## src/rtl/buf_release_queue.sv

```systemverilog
`default_nettype none
// ============================================================================
// Module   : buf_release_queue
// Brief    : Release-side companion to the buffer allocator. Returned buffer
//            addresses are queued in a small FIFO and drained at most one per
//            cycle as a registered free strobe plus address.
// Option   : BUF_REL_FILTER_EN - shadow ownership bitmap that drops releases
//            of buffers not currently allocated and pulses o_dup_err.
// Revision : 1.0 - initial release
// ============================================================================
module buf_release_queue #(
  parameter int ADDR_W = 4,
  parameter int DEPTH  = 8
) (
  input  logic                     i_clock,
  input  logic                     i_reset,
  input  logic                     i_alloc_ok,
  input  logic [ADDR_W-1:0]        i_alloc_addr,
  input  logic                     i_rel_valid,
  input  logic [ADDR_W-1:0]        i_rel_addr,
  output logic                     o_rel_ready,
  output logic                     o_free,
  output logic [ADDR_W-1:0]        o_free_addr,
  output logic [$clog2(DEPTH):0]   o_fifo_count,
  output logic                     o_dup_err
);

  localparam int c_PTR_W = $clog2(DEPTH);
  localparam int c_CNT_W = c_PTR_W + 1;

  localparam logic [c_CNT_W-1:0] c_DEPTH_CNT = c_CNT_W'(DEPTH);
  localparam logic [c_CNT_W-1:0] c_CNT_ONE   = c_CNT_W'(1);
  localparam logic [c_PTR_W-1:0] c_PTR_ONE   = c_PTR_W'(1);

  logic [ADDR_W-1:0]  r_mem [DEPTH];
  logic [c_PTR_W-1:0] r_wr_ptr;
  logic [c_PTR_W-1:0] r_rd_ptr;
  logic [c_CNT_W-1:0] r_count;
  logic               r_free;
  logic [ADDR_W-1:0]  r_free_addr;

  logic w_ready;
  logic w_accept;
  logic w_push;
  logic w_pop;

  // Ready depends only on pre-edge occupancy: a same-cycle pop never makes
  // room for a push into a full queue.
  assign w_ready  = (r_count < c_DEPTH_CNT);
  assign w_accept = i_rel_valid & w_ready;
  assign w_pop    = (r_count != '0);

`ifdef BUF_REL_FILTER_EN
  localparam int c_NBUF = 1 << ADDR_W;

  logic [c_NBUF-1:0] r_bitmap;
  logic [c_NBUF-1:0] w_bitmap_nxt;
  logic              w_owned;
  logic              r_dup_err;

  // A release is judged on the pre-edge ownership bit.
  assign w_owned = r_bitmap[i_rel_addr];
  assign w_push  = w_accept & w_owned;

  // Clear on a surviving release first, then set on grant so that a grant of
  // the same address in the same cycle leaves the buffer owned.
  always_comb begin
    w_bitmap_nxt = r_bitmap;
    if (w_push) begin
      w_bitmap_nxt[i_rel_addr] = 1'b0;
    end
    if (i_alloc_ok) begin
      w_bitmap_nxt[i_alloc_addr] = 1'b1;
    end
  end

  // Ownership bitmap and drop pulse registers.
  always_ff @(posedge i_clock or posedge i_reset) begin
    if (i_reset) begin
      r_bitmap  <= '0;
      r_dup_err <= 1'b0;
    end else begin
      r_bitmap  <= w_bitmap_nxt;
      r_dup_err <= w_accept & ~w_owned;
    end
  end

  assign o_dup_err = r_dup_err;
`else
  logic w_unused_alloc;

  // Without the filter every accepted release is queued and grants are ignored.
  assign w_push         = w_accept;
  assign w_unused_alloc = i_alloc_ok ^ (^i_alloc_addr);
  assign o_dup_err      = 1'b0;
`endif

  // Storage array; contents are don't-care while empty so no reset needed.
  always_ff @(posedge i_clock) begin
    if (w_push) begin
      r_mem[r_wr_ptr] <= i_rel_addr;
    end
  end

  // Pointers wrap naturally; occupancy is tracked by a separate counter.
  always_ff @(posedge i_clock or posedge i_reset) begin
    if (i_reset) begin
      r_wr_ptr <= '0;
      r_rd_ptr <= '0;
      r_count  <= '0;
    end else begin
      if (w_push) begin
        r_wr_ptr <= r_wr_ptr + c_PTR_ONE;
      end
      if (w_pop) begin
        r_rd_ptr <= r_rd_ptr + c_PTR_ONE;
      end
      case ({w_push, w_pop})
        2'b10:   r_count <= r_count + c_CNT_ONE;
        2'b01:   r_count <= r_count - c_CNT_ONE;
        default: r_count <= r_count;
      endcase
    end
  end

  // Drain one entry per cycle onto the allocator's free port; address holds
  // its last value when nothing is freed.
  always_ff @(posedge i_clock or posedge i_reset) begin
    if (i_reset) begin
      r_free      <= 1'b0;
      r_free_addr <= '0;
    end else begin
      r_free <= w_pop;
      if (w_pop) begin
        r_free_addr <= r_mem[r_rd_ptr];
      end
    end
  end

  assign o_rel_ready  = w_ready;
  assign o_free       = r_free;
  assign o_free_addr  = r_free_addr;
  assign o_fifo_count = r_count;

endmodule
`default_nettype wire
```

## config.mk

```make
export PLATFORM = sky130hd
export DESIGN_NAME = buf_release_queue
export DESIGN_NICKNAME = d
export VERILOG_FILES = /design/src/rtl/buf_release_queue.sv
export SDC_FILE = /design/constraint.sdc
export NUM_CORES = 1
export LEC_CHECK = 0
export ABC_AREA = 1
export CORE_UTILIZATION = 35
export CTS_CLUSTER_DIAMETER = 200
export DETAILED_ROUTE_END_ITERATION = 12
export PLACE_DENSITY = 0.65
export SETUP_SLACK_MARGIN = 0.1
export SLEW_MARGIN = 0
export SYNTH_ARGS = -nofsm -noshare
export SYNTH_HDL_FRONTEND = slang
export SYNTH_SLANG_ARGS = --single-unit
```

## constraint.sdc

```tcl
create_clock -name i_clock -period 3.2 [get_ports i_clock]
set_input_delay 0.32 -clock i_clock [delete_from_list [all_inputs] [get_ports i_clock]]
set_output_delay 0.32 -clock i_clock [all_outputs]
set_load 0.005 [all_outputs]
```

==> results of run 1 <==
area by class of cell:
cell class / instances / area, sq um
Inverter: 30 / 112.6
Sequential cell: 47 / 1336
Tap cell: 72 / 90.09
Multi-Input combinational cell: 108 / 576.8
Fill cell: 539 / 3277
Clock inverter: 3 / 20.02
Timing Repair Buffer: 16 / 160.2
Clock buffer: 5 / 68.82
power groups by stage:
stage	Sequential, mW	Clock (mW)	Combinational [mW]
2_1_floorplan	0.897	0	0.640
3_3_place_gp	0.983	0	0.750
3_5_place_dp	0.989	0	0.764
4_1_cts	0.976	0.364	0.769
5_1_grt	1.00	0.383	0.881
6_report	0.973	0.354	0.757
worst max-delay path: stages (launching register included):
cell and delay (ns):
dfrtp_1 0.45, nor2_1 0.15, nand3_2 0.25, ha_1 0.35, nor2_1 0.13, nor2_2 0.06, ha_1 0.18, a21oi_1 0.14
xor2_1 0.15, o21ai_0 0.08
cells by family (layout without fill, tap and decap cells):
kind of cell             Yosys count  in the layout  synth area share [%]
AO/OA/AOI/OAI                     27             27                 7.964
XOR/XNOR                           6              6                 2.515
other                              1              1                0.1795
buffers and inverters             36             54                 8.443
adder cells (fa/ha/maj)            5              5                 2.994
flip-flops                        47             47                 63.95
AND/OR/NAND/NOR                   69             69                 13.95
Yosys cell counts (all sizes together), types with 4 or more instances:
library cell  instances
o211ai               11
dfrtp                15
inv                  30
nand2                41
o21ai                10
buf                   6
ha                    5
edfxtp               32
xor2                  4
nor2                 11
nand3                16
a21oi                 6
metal layers:
metal	wire length (um)	share of wire, %	track usage, %
met1	1649	46	15.66
met2	1722	48	21.47
met5	0	0	0
met3	136	3.8	4.138
met4	52	1.5	4.364
sequential cells by signal, summed over array words and instances (netlist names):
register,flops
r_rd_ptr,3
o_fifo_count,4
o_free,1
r_wr_ptr,3
o_free_addr,4
r_mem,32
worst paths after layout:
check                                                  from                           to  slack (ns)  cells past startpoint
worst min register to register   o_free_addr[2]$_DFFE_PP0N_   o_free_addr[2]$_DFFE_PP0N_        0.49                      2
max in group asynchronous                           i_reset  o_fifo_count[0]$_DFFE_PP0P_        2.39                      2
min in group i_clock             o_free_addr[2]$_DFFE_PP0N_   o_free_addr[2]$_DFFE_PP0N_        0.49                      2
worst min-delay path                                i_reset             o_free$_DFF_PP0_        0.39                      2
worst max-delay path            o_fifo_count[0]$_DFFE_PP0P_  o_fifo_count[2]$_DFFE_PP0P_        1.14                      9
worst max register to register  o_fifo_count[0]$_DFFE_PP0P_  o_fifo_count[2]$_DFFE_PP0P_        1.14                      9
metrics by stage:
stage / hold slack (ns) / setup slack, ns / total power [mW] / area (sq um) / util (%)
2_1_floorplan: 0.2215 / 1.384 / 1.538 / 2090 / -
3_3_place_gp: 0.4617 / 1.142 / 1.734 / 2276 / 40.34
3_5_place_dp: 0.4652 / 1.131 / 1.753 / 2276 / 40.34
4_1_cts: 0.4118 / 1.119 / 2.109 / 2365 / 41.92
5_1_grt: 0.4510 / 0.8815 / 2.264 / 2365 / 41.92
6_report: 0.3852 / 1.138 / 2.084 / 2365 / 41.92
==> run metrics, run 1 <==
syn avg cell area=about 11 sq um; setup violators final=0; Die H=approximately 80 um; cell internal pwr=around 1.3 mW; die width=79.27 um; Slew Viols, Final=0; Post-CTS Resized=0; pwr/cell area=between 800 and 900 mW/mm^2; Max Buffers Root-to-Sink=2; post-DP HPWL=between 2000 and 2500 um; first-pass GRT wire length=between 5000 and 6000 um; sw power=between 0.7 and 0.8 mW; syn nets=~210; Num Clock Sinks=47; Total Routing Usage GR=between 10% and 20%; root buf cell=clkbuf_8; die area=around 0.0063 sq mm; Area contributors post-synth=edfxtp_1 (46%), dfrtp_1 (18%), nand2_1 (7.4%), inv_1 (5.4%), o211ai_1 (4.0%); CTS Hold Bufs=0; yosys warns=0; final period utilization=between 60% and 70%; vias in the first global route=between 1000 and 1500; most frequent cells in the layout=nand2_1 (41), edfxtp_1 (32), inv_1 (30), clkdlybuf4s50_1 (16); ys flop type=edfxtp_1; Worst-path clk slew=~0.1 ns; Final GP Congestion=about 0.75; largest net degree at the start of global routing=35; drt wl/cell=about 13 um; # diodes=0; final setup TNS=0 ns; Clock Skew=between 0.01 and 0.015 ns; Leak Pwr=roughly 0.98 nW; synth-to-layout area growth=13.17%; Seq/Total Area, Yosys=a little under two thirds; Post-synth ARST share=31.91%; status=finished clean; Peak VDD IR=slightly below 0.0005 V; CTS tree=done; fin crit period=2.062 ns; drt pass-1 iters=4; cells after synthesis=roughly 190; Unique masters post-synth=21; Finished Layout Cells=281; clock group share of total power=17.0%; worst hold path type=input pin to async pin; number of antenna violations at the first check in global routing=0; Port Buffer Count=16; Core Rows=27; commonest non-fill, non-tap cell in the layout=nand2_1; Post-DRT Antenna Nets=0; DRT Wirelength=3560 um; Seq pwr share=between 40% and 50%; Worst Path Max Fanout=12; share of cells above drive strength 1=~5.3%; Worst Tran Pin Value=between 0.9 and 1 ns; Core Area=about 0.0056 sq mm; detailed-route via count=1327; critical path data arrival time=between 2 and 2.5 ns; nets@finish=~230; total grt overflow=0; Crit. End Element=register; Final Hold Vio Count=0; via/cell ratio=around 4.7; CTS buffer count=5; CP Launch Type=register; dpl cells=between 200 and 300; Syn Std Cell Area=~0.0021 sq mm; MaxCap Viol Count=0; Sw Share=between 30% and 40%; Initial Utilization=between 30% and 40%; postcts setup bufs=0; Iter 0 DRT Violations=56; RSZ-0062 raised after global routing=false; DRC=0; synthesized flop and latch total=between 40 and 50; kind of critical path=register to register; FMAX=roughly 0.49 GHz; combinational share of power=roughly 36%; H-tree depth=2; IO Pins=23; clk_lat worst skew=just over 0.3 ns; share of the synthesized area in the top cell type=~46%; cell taking the most area after synthesis=edfxtp_1; CP Data Required Time=3.38 ns; EDFF count, synth=32; Rel. slew slack=about a third
Note: power is estimated with default switching activity, not from simulation.
==> run 2: changes to the inputs <==
--- a/config.mk
+++ b/config.mk
@@ -9,7 +9,7 @@
 export CORE_UTILIZATION = 35
 export CTS_CLUSTER_DIAMETER = 200
 export DETAILED_ROUTE_END_ITERATION = 12
-export PLACE_DENSITY = 0.65
+export PLACE_DENSITY = 0.67
 export SETUP_SLACK_MARGIN = 0.1
 export SLEW_MARGIN = 0
 export SYNTH_ARGS = -nofsm -noshare
==> constraint.sdc (replaced) <==
create_clock -name i_clock -period 1.84 [get_ports i_clock]
set_input_delay 0.184 -clock i_clock [delete_from_list [all_inputs] [get_ports i_clock]]
set_output_delay 0.184 -clock i_clock [all_outputs]
set_load 0.005 [all_outputs]
==> run metrics, run 2 (synthesized netlist as in run 1, its figures left out) <==
status=finished clean; Worst-path clk slew=0.08 ns (-0.02 ns); combinational share of power=43.7% (+7.4 points); Iter 0 DRT Violations=49 (-13%); pwr/cell area=1521 mW/mm^2 (+73%); critical path data arrival time=1.80 ns (-0.44 ns); FMAX=0.6178 GHz (+27%); Die H=79.27 um (unchanged); RSZ-0062 raised after global routing=false; FF-to-FF Start=o_fifo_count[1]$_DFFE_PP0P_; Finished Layout Cells=294 (+4.6%); H-tree depth=2 (unchanged); Rel. slew slack=57.27% (+23 points); drt wl/cell=11.25 um (-11%); final setup TNS=0 ns (unchanged); # diodes=0 (unchanged); DRT Wirelength=3307 um (-7.1%); Seq pwr share=41.1% (-5.6 points); Top reg by flops=r_mem; CTS Hold Bufs=0 (unchanged); Max Buffers Root-to-Sink=2 (unchanged); placed inst area=0.002385 sq mm (+4.8%); Sw Share=35.94% (-1.3 points); Worst R2R End=o_fifo_count[2]$_DFFE_PP0P_; cell internal pwr=2.416 mW (+85%); dpl cells=285 (+4.4%); Post-DRT Antenna Nets=0 (unchanged); DRC=0 (unchanged); design area=0.002480 sq mm (+4.9%); Worst Tran Pin Value=0.6402 ns (-0.3420 ns); fin crit period=1.619 ns (-0.4429 ns); CTS buffer count=5 (unchanged); setup violators final=0 (unchanged); via/cell ratio=4.510 (-4.5%); Core Area=0.005642 sq mm (unchanged); Crit. End Element=register; Worst Path Max Fanout=5 (-7); clock group share of total power=15.2% (-1.8 points); max reg flops=32 (unchanged); final period utilization=87.97% (+24 points); CTS tree=done; synth-to-layout area growth=18.68%; die width=79.27 um (unchanged); Final GP Congestion=0.8327 (+11%); Final Hold Vio Count=0 (unchanged); Peak VDD IR=0.0009802 V (+100%); CP Launch Type=register; first-pass GRT wire length=5533 um (-7.5%); Num Clock Sinks=47 (unchanged); Initial Utilization=37.04% (unchanged); commonest non-fill, non-tap cell in the layout=nand2_1; kind of critical path=register to register; largest net degree at the start of global routing=35 (unchanged); nets@finish=238 (+5.8%); Core Rows=27 (unchanged); sw power=1.356 mW (+75%); CP Data Required Time=2.02 ns (-1.36 ns); Slew Viols, Final=0 (unchanged); drt pass-1 iters=4 (unchanged); total grt overflow=0 (unchanged); number of antenna violations at the first check in global routing=0 (unchanged); most frequent cells in the layout=nand2_1 (40), edfxtp_1 (32), inv_1 (29), clkdlybuf4s50_1 (16), nand3_1 (15); Port Buffer Count=16 (unchanged); worst hold path type=input pin to async pin; clk_lat worst skew=0.29 ns (-0.02 ns); IO Pins=23 (unchanged); flop-to-flop setup slack=0.22 ns (-0.92 ns); share of cells above drive strength 1=13.51% (+8.3 points); root buf cell=clkbuf_8; vias in the first global route=1244 (-3.0%); detailed-route via count=1326 (-0.075%); die area=0.006283 sq mm (unchanged); Leak Pwr=1.044 nW (+6.8%); Util after Layout=43.96% (+2.0 points); Total Routing Usage GR=12.06% (-0.82 points); reg2reg path depth=9 (unchanged); Clock Skew=0.009169 ns (-0.005286 ns); MaxCap Viol Count=0 (unchanged); post-DP HPWL=2418 um (-0.59%)
-- run 2: stage by stage --
stage,setup WS (ns),power (mW),hold slack (ns)
after detailed placement,0.01917,3.195,0.4668
final,0.2213,3.772,0.2728
after floorplan,0.1152,2.712,0.08548
after global placement,0.05181,3.150,0.4616
after CTS,0.1450,3.777,0.2925
after global routing,0.1067,4.093,0.3122
-- run 2: final cells by class --
cell class	instances	area (sq um)
Clock buffer	7	76.32
Clock inverter	1	5.005
Fill cell	517	3162
Inverter	30	112.6
Multi-Input combinational cell	108	600.6
Sequential cell	47	1338
Tap cell	72	90.09
Timing Repair Buffer	29	257.7
-- run 2: power groups by stage --
stage                     Sequential (mW)  Combinational (mW)  Clock, mW
after floorplan                      1.56                1.15          0
after global placement               1.56                1.58          0
after detailed placement             1.57                1.62          0
after CTS                            1.55                1.63      0.594
after global routing                 1.57                1.89      0.632
final                                1.55                1.65      0.574
-- run 2: what timing repair did --
item / CTS / global route
endpoints found under the setup margin: 1 / 1
gates resized for setup: 1 / 4
buffers inserted: 0 / 1
hold endpoints to repair: 0 / 0
-- run 2: worst max-delay path, stage by stage, from the launching register on --
cell     delay [ns]
dfrtp_2        0.43
inv_1          0.10
nand3_2        0.12
ha_4           0.20
nor2_2         0.09
nor2_2         0.05
ha_1           0.18
a21oi_2        0.11
xor2_1         0.15
o21ai_1        0.07
-- run 2: how the worst max path moves through the flow --
stage	from	to	slack (ns)	cells past startpoint
5_1_grt	o_fifo_count[2]$_DFFE_PP0P_	o_fifo_count[2]$_DFFE_PP0P_	0.11	9
3_3_place_gp	i_rel_valid	o_fifo_count[2]$_DFFE_PP0P_	0.05	9
2_1_floorplan	o_fifo_count[2]$_DFFE_PP0P_	o_fifo_count[2]$_DFFE_PP0P_	0.12	9
6_report	o_fifo_count[1]$_DFFE_PP0P_	o_fifo_count[2]$_DFFE_PP0P_	0.22	9
4_1_cts	o_fifo_count[3]$_DFFE_PP0P_	o_fifo_count[2]$_DFFE_PP0P_	0.15	10
3_5_place_dp	i_rel_valid	o_fifo_count[2]$_DFFE_PP0P_	0.02	10
-- run 2: routing by layer --
metal,track usage [%],wire (um)
met5,0,0
met1,14.17,1492
met3,3.448,120
met2,20.26,1625
met4,5.636,69
==> run 3: changes to the inputs <==
--- a/config.mk
+++ b/config.mk
@@ -6,6 +6,7 @@
 export NUM_CORES = 1
 export LEC_CHECK = 0
 export ABC_AREA = 1
+export CORE_ASPECT_RATIO = 1.5
 export CORE_UTILIZATION = 35
 export CTS_CLUSTER_DIAMETER = 200
 export DETAILED_ROUTE_END_ITERATION = 12
==> run metrics, run 3 (synthesized netlist as in run 1, its figures left out) <==
Worst-path clk slew=0.08 ns (about the same); Buf/Inv on CP=2 (+1); max reg flops=32 (unchanged); # diodes=0 (unchanged); cell depth of the worst setup path=10 (+1); delay-heaviest family, CP=flip-flops; first-pass GRT wire length=5892 um (+6.5%); commonest non-fill, non-tap cell in the layout=nand2_1; Layout fillers=563 (+8.9%); worst hold path type=input pin to async pin; Core Area=0.005786 sq mm (+2.6%); share of cells above drive strength 1=11.98% (-1.5 points); Iter 0 DRT Violations=38 (-22%); RSZ-0062 raised after global routing=false; drt pass-1 iters=4 (unchanged); fin crit period=1.617 ns (-0.001366 ns); final period utilization=87.90% (about the same); die area=0.006289 sq mm (about the same); IO Pins=23 (unchanged); final setup TNS=0 ns (unchanged); flop-to-flop setup slack=0.22 ns (about the same); drt wl/cell=11.95 um (+6.2%); Crit. End Element=register; CP Data Required Time=2.06 ns (+0.04 ns); Slew Viols, Final=0 (unchanged); kind of critical path=register to register; Finished Layout Cells=289 (-1.7%); Final Hold Vio Count=0 (unchanged); H-tree depth=2 (unchanged); Worst Path Max Fanout=5 (unchanged); design area=0.002472 sq mm (-0.30%); dpl cells=281 (-1.4%); nets@finish=233 (-2.1%); number of antenna violations at the first check in global routing=0 (unchanged); CP Launch Type=register; Power Total=3.909 mW (+3.6%); root buf cell=clkbuf_8; synth-to-layout area growth=18.32%; Post-DRT Antenna Nets=0 (unchanged); FF-to-FF Start=o_fifo_count[3]$_DFFE_PP0P_; pwr/cell area=1581 mW/mm^2 (+3.9%); postcts setup bufs=0 (unchanged); Leak Pwr=1.033 nW (-1.1%); Max Buffers Root-to-Sink=2 (unchanged); Rel. slew slack=62.96% (+5.7 points); Core Rows=34 (+26%); placed inst area=0.002355 sq mm (-1.3%); die width=65.09 um (-18%); DRT Wirelength=3453 um (+4.4%); crit path cell chain=inv_2 -> nand3_2 -> ha_4 -> nand2_1 -> inv_1 -> nor2_2 -> ha_1 -> a21oi_2 -> xor2_1 -> o21ai_0; CP endpoint=o_fifo_count[2]$_DFFE_PP0P_; status=finished clean; Initial Utilization=36.12% (-0.92 points); CTS Hold Bufs=0 (unchanged); Total Routing Usage GR=12.66% (+0.59 points); largest net degree at the start of global routing=35 (unchanged); CTS tree=done; total grt overflow=0 (unchanged); Top reg by flops=r_mem; Worst Tran Pin Value=0.5550 ns (-0.08518 ns); Final GP Congestion=0.7553 (-9.3%); FMAX=0.6183 GHz (about the same); vias in the first global route=1282 (+3.1%); DRC=0 (unchanged); post-DP HPWL=2561 um (+5.9%); Slowest cell on crit path=dfrtp_1; Num Clock Sinks=47 (unchanged); detailed-route via count=1303 (-1.7%); MaxCap Viol Count=0 (unchanged); setup violators final=0 (unchanged); Critical path origin=o_fifo_count[3]$_DFFE_PP0P_; Die H=96.63 um (+22%); Post-CTS Resized=0 (-1); Worst R2R End=o_fifo_count[2]$_DFFE_PP0P_; Port Buffer Count=16 (unchanged); clk_lat worst skew=0.29 ns (about the same); Clock Skew=0.005515 ns (-0.003654 ns); via/cell ratio=4.509 (about the same); critical path data arrival time=1.83 ns (+0.03 ns); Peak VDD IR=0.0004874 V (-50%); CP max stage delay=0.43 ns (about the same); reg2reg path depth=10 (+1); CTS buffer count=5 (unchanged); most frequent cells in the layout=nand2_1 (40), edfxtp_1 (32), inv_1 (29), clkdlybuf4s50_1 (16)
## run 3: changes by cell type in the layout (fill, tap and decap cells not counted)
cell	change
dfrtp_2	-1
clkbuf_1	-2
bufinv_16	+1
buf_4	-5
dfrtp_1	+1
o21ai_1	-1
clkinv_4	+1
o21ai_0	+1
## run 3: worst min-delay path by stage
stage | start | endpoint | slack, ns | cells past startpoint
2_1_floorplan | i_reset | o_fifo_count[0]$_DFFE_PP0P_ | 0.09 | 1
3_3_place_gp | o_free_addr[0]$_DFFE_PP0N_ | o_free_addr[0]$_DFFE_PP0N_ | 0.47 | 2
3_5_place_dp | o_free_addr[0]$_DFFE_PP0N_ | o_free_addr[0]$_DFFE_PP0N_ | 0.47 | 2
4_1_cts | i_reset | r_wr_ptr[2]$_DFFE_PP0P_ | 0.27 | 2
5_1_grt | i_reset | r_wr_ptr[2]$_DFFE_PP0P_ | 0.29 | 2
6_report | i_reset | r_wr_ptr[1]$_DFFE_PP0P_ | 0.24 | 2
## run 3: cell type report
| cell class | instances | area [sq um] | area share [%] |
|---|---|---|---|
| sequential | 47 | 1336 | 54.05 |
| inverter | 30 | 112.6 | 4.555 |
| clock buffer | 5 | 68.82 | 2.783 |
| clock inverter | 3 | 43.79 | 1.771 |
| tap | 72 | 90.09 | 3.644 |
| multi-input combinational | 108 | 600.6 | 24.29 |
| timing repair buffer | 24 | 220.2 | 8.907 |
## run 3: power breakdown
group	total (mW)	internal, mW	switching (mW)
sequential	1.51	1.39	0.126
combinational	1.66	0.744	0.921
clock	0.730	0.404	0.326
## run 3: worst register-to-register path, delay by kind of cell (launching register included)
family                     cells  cell delay, ns
buffers and inverters          2            0.15
AOI/OAI and AO/OA              2            0.17
and+or+nand+nor                3            0.28
DFF                            1            0.43
xor gates and xnor gates       1            0.15
adders and majority gates      2            0.37
## run 3: routing by layer
layer | vias to the layer above | routed length [um] | global-route usage (%)
met2 | 15 | 1879 | 22.04
li1 | 678 | - | -
met4 | 0 | 72 | 5.518
met1 | 602 | 1436 | 14.48
met5 | - | 0 | 0
met3 | 8 | 65 | 2.830
## run 3: metrics by stage
| step | hold slack (ns) | worst slack (ns) | util (%) |
|---|---|---|---|
| floorplan | 0.08548 | 0.1152 | - |
| global placement | 0.4658 | 0.09746 | 40.70 |
| detailed placement | 0.4698 | 0.06438 | 40.70 |
| CTS | 0.2653 | 0.1531 | 42.65 |
| global route | 0.2931 | 0.1020 | 42.73 |
| finish | 0.2367 | 0.2226 | 42.73 |
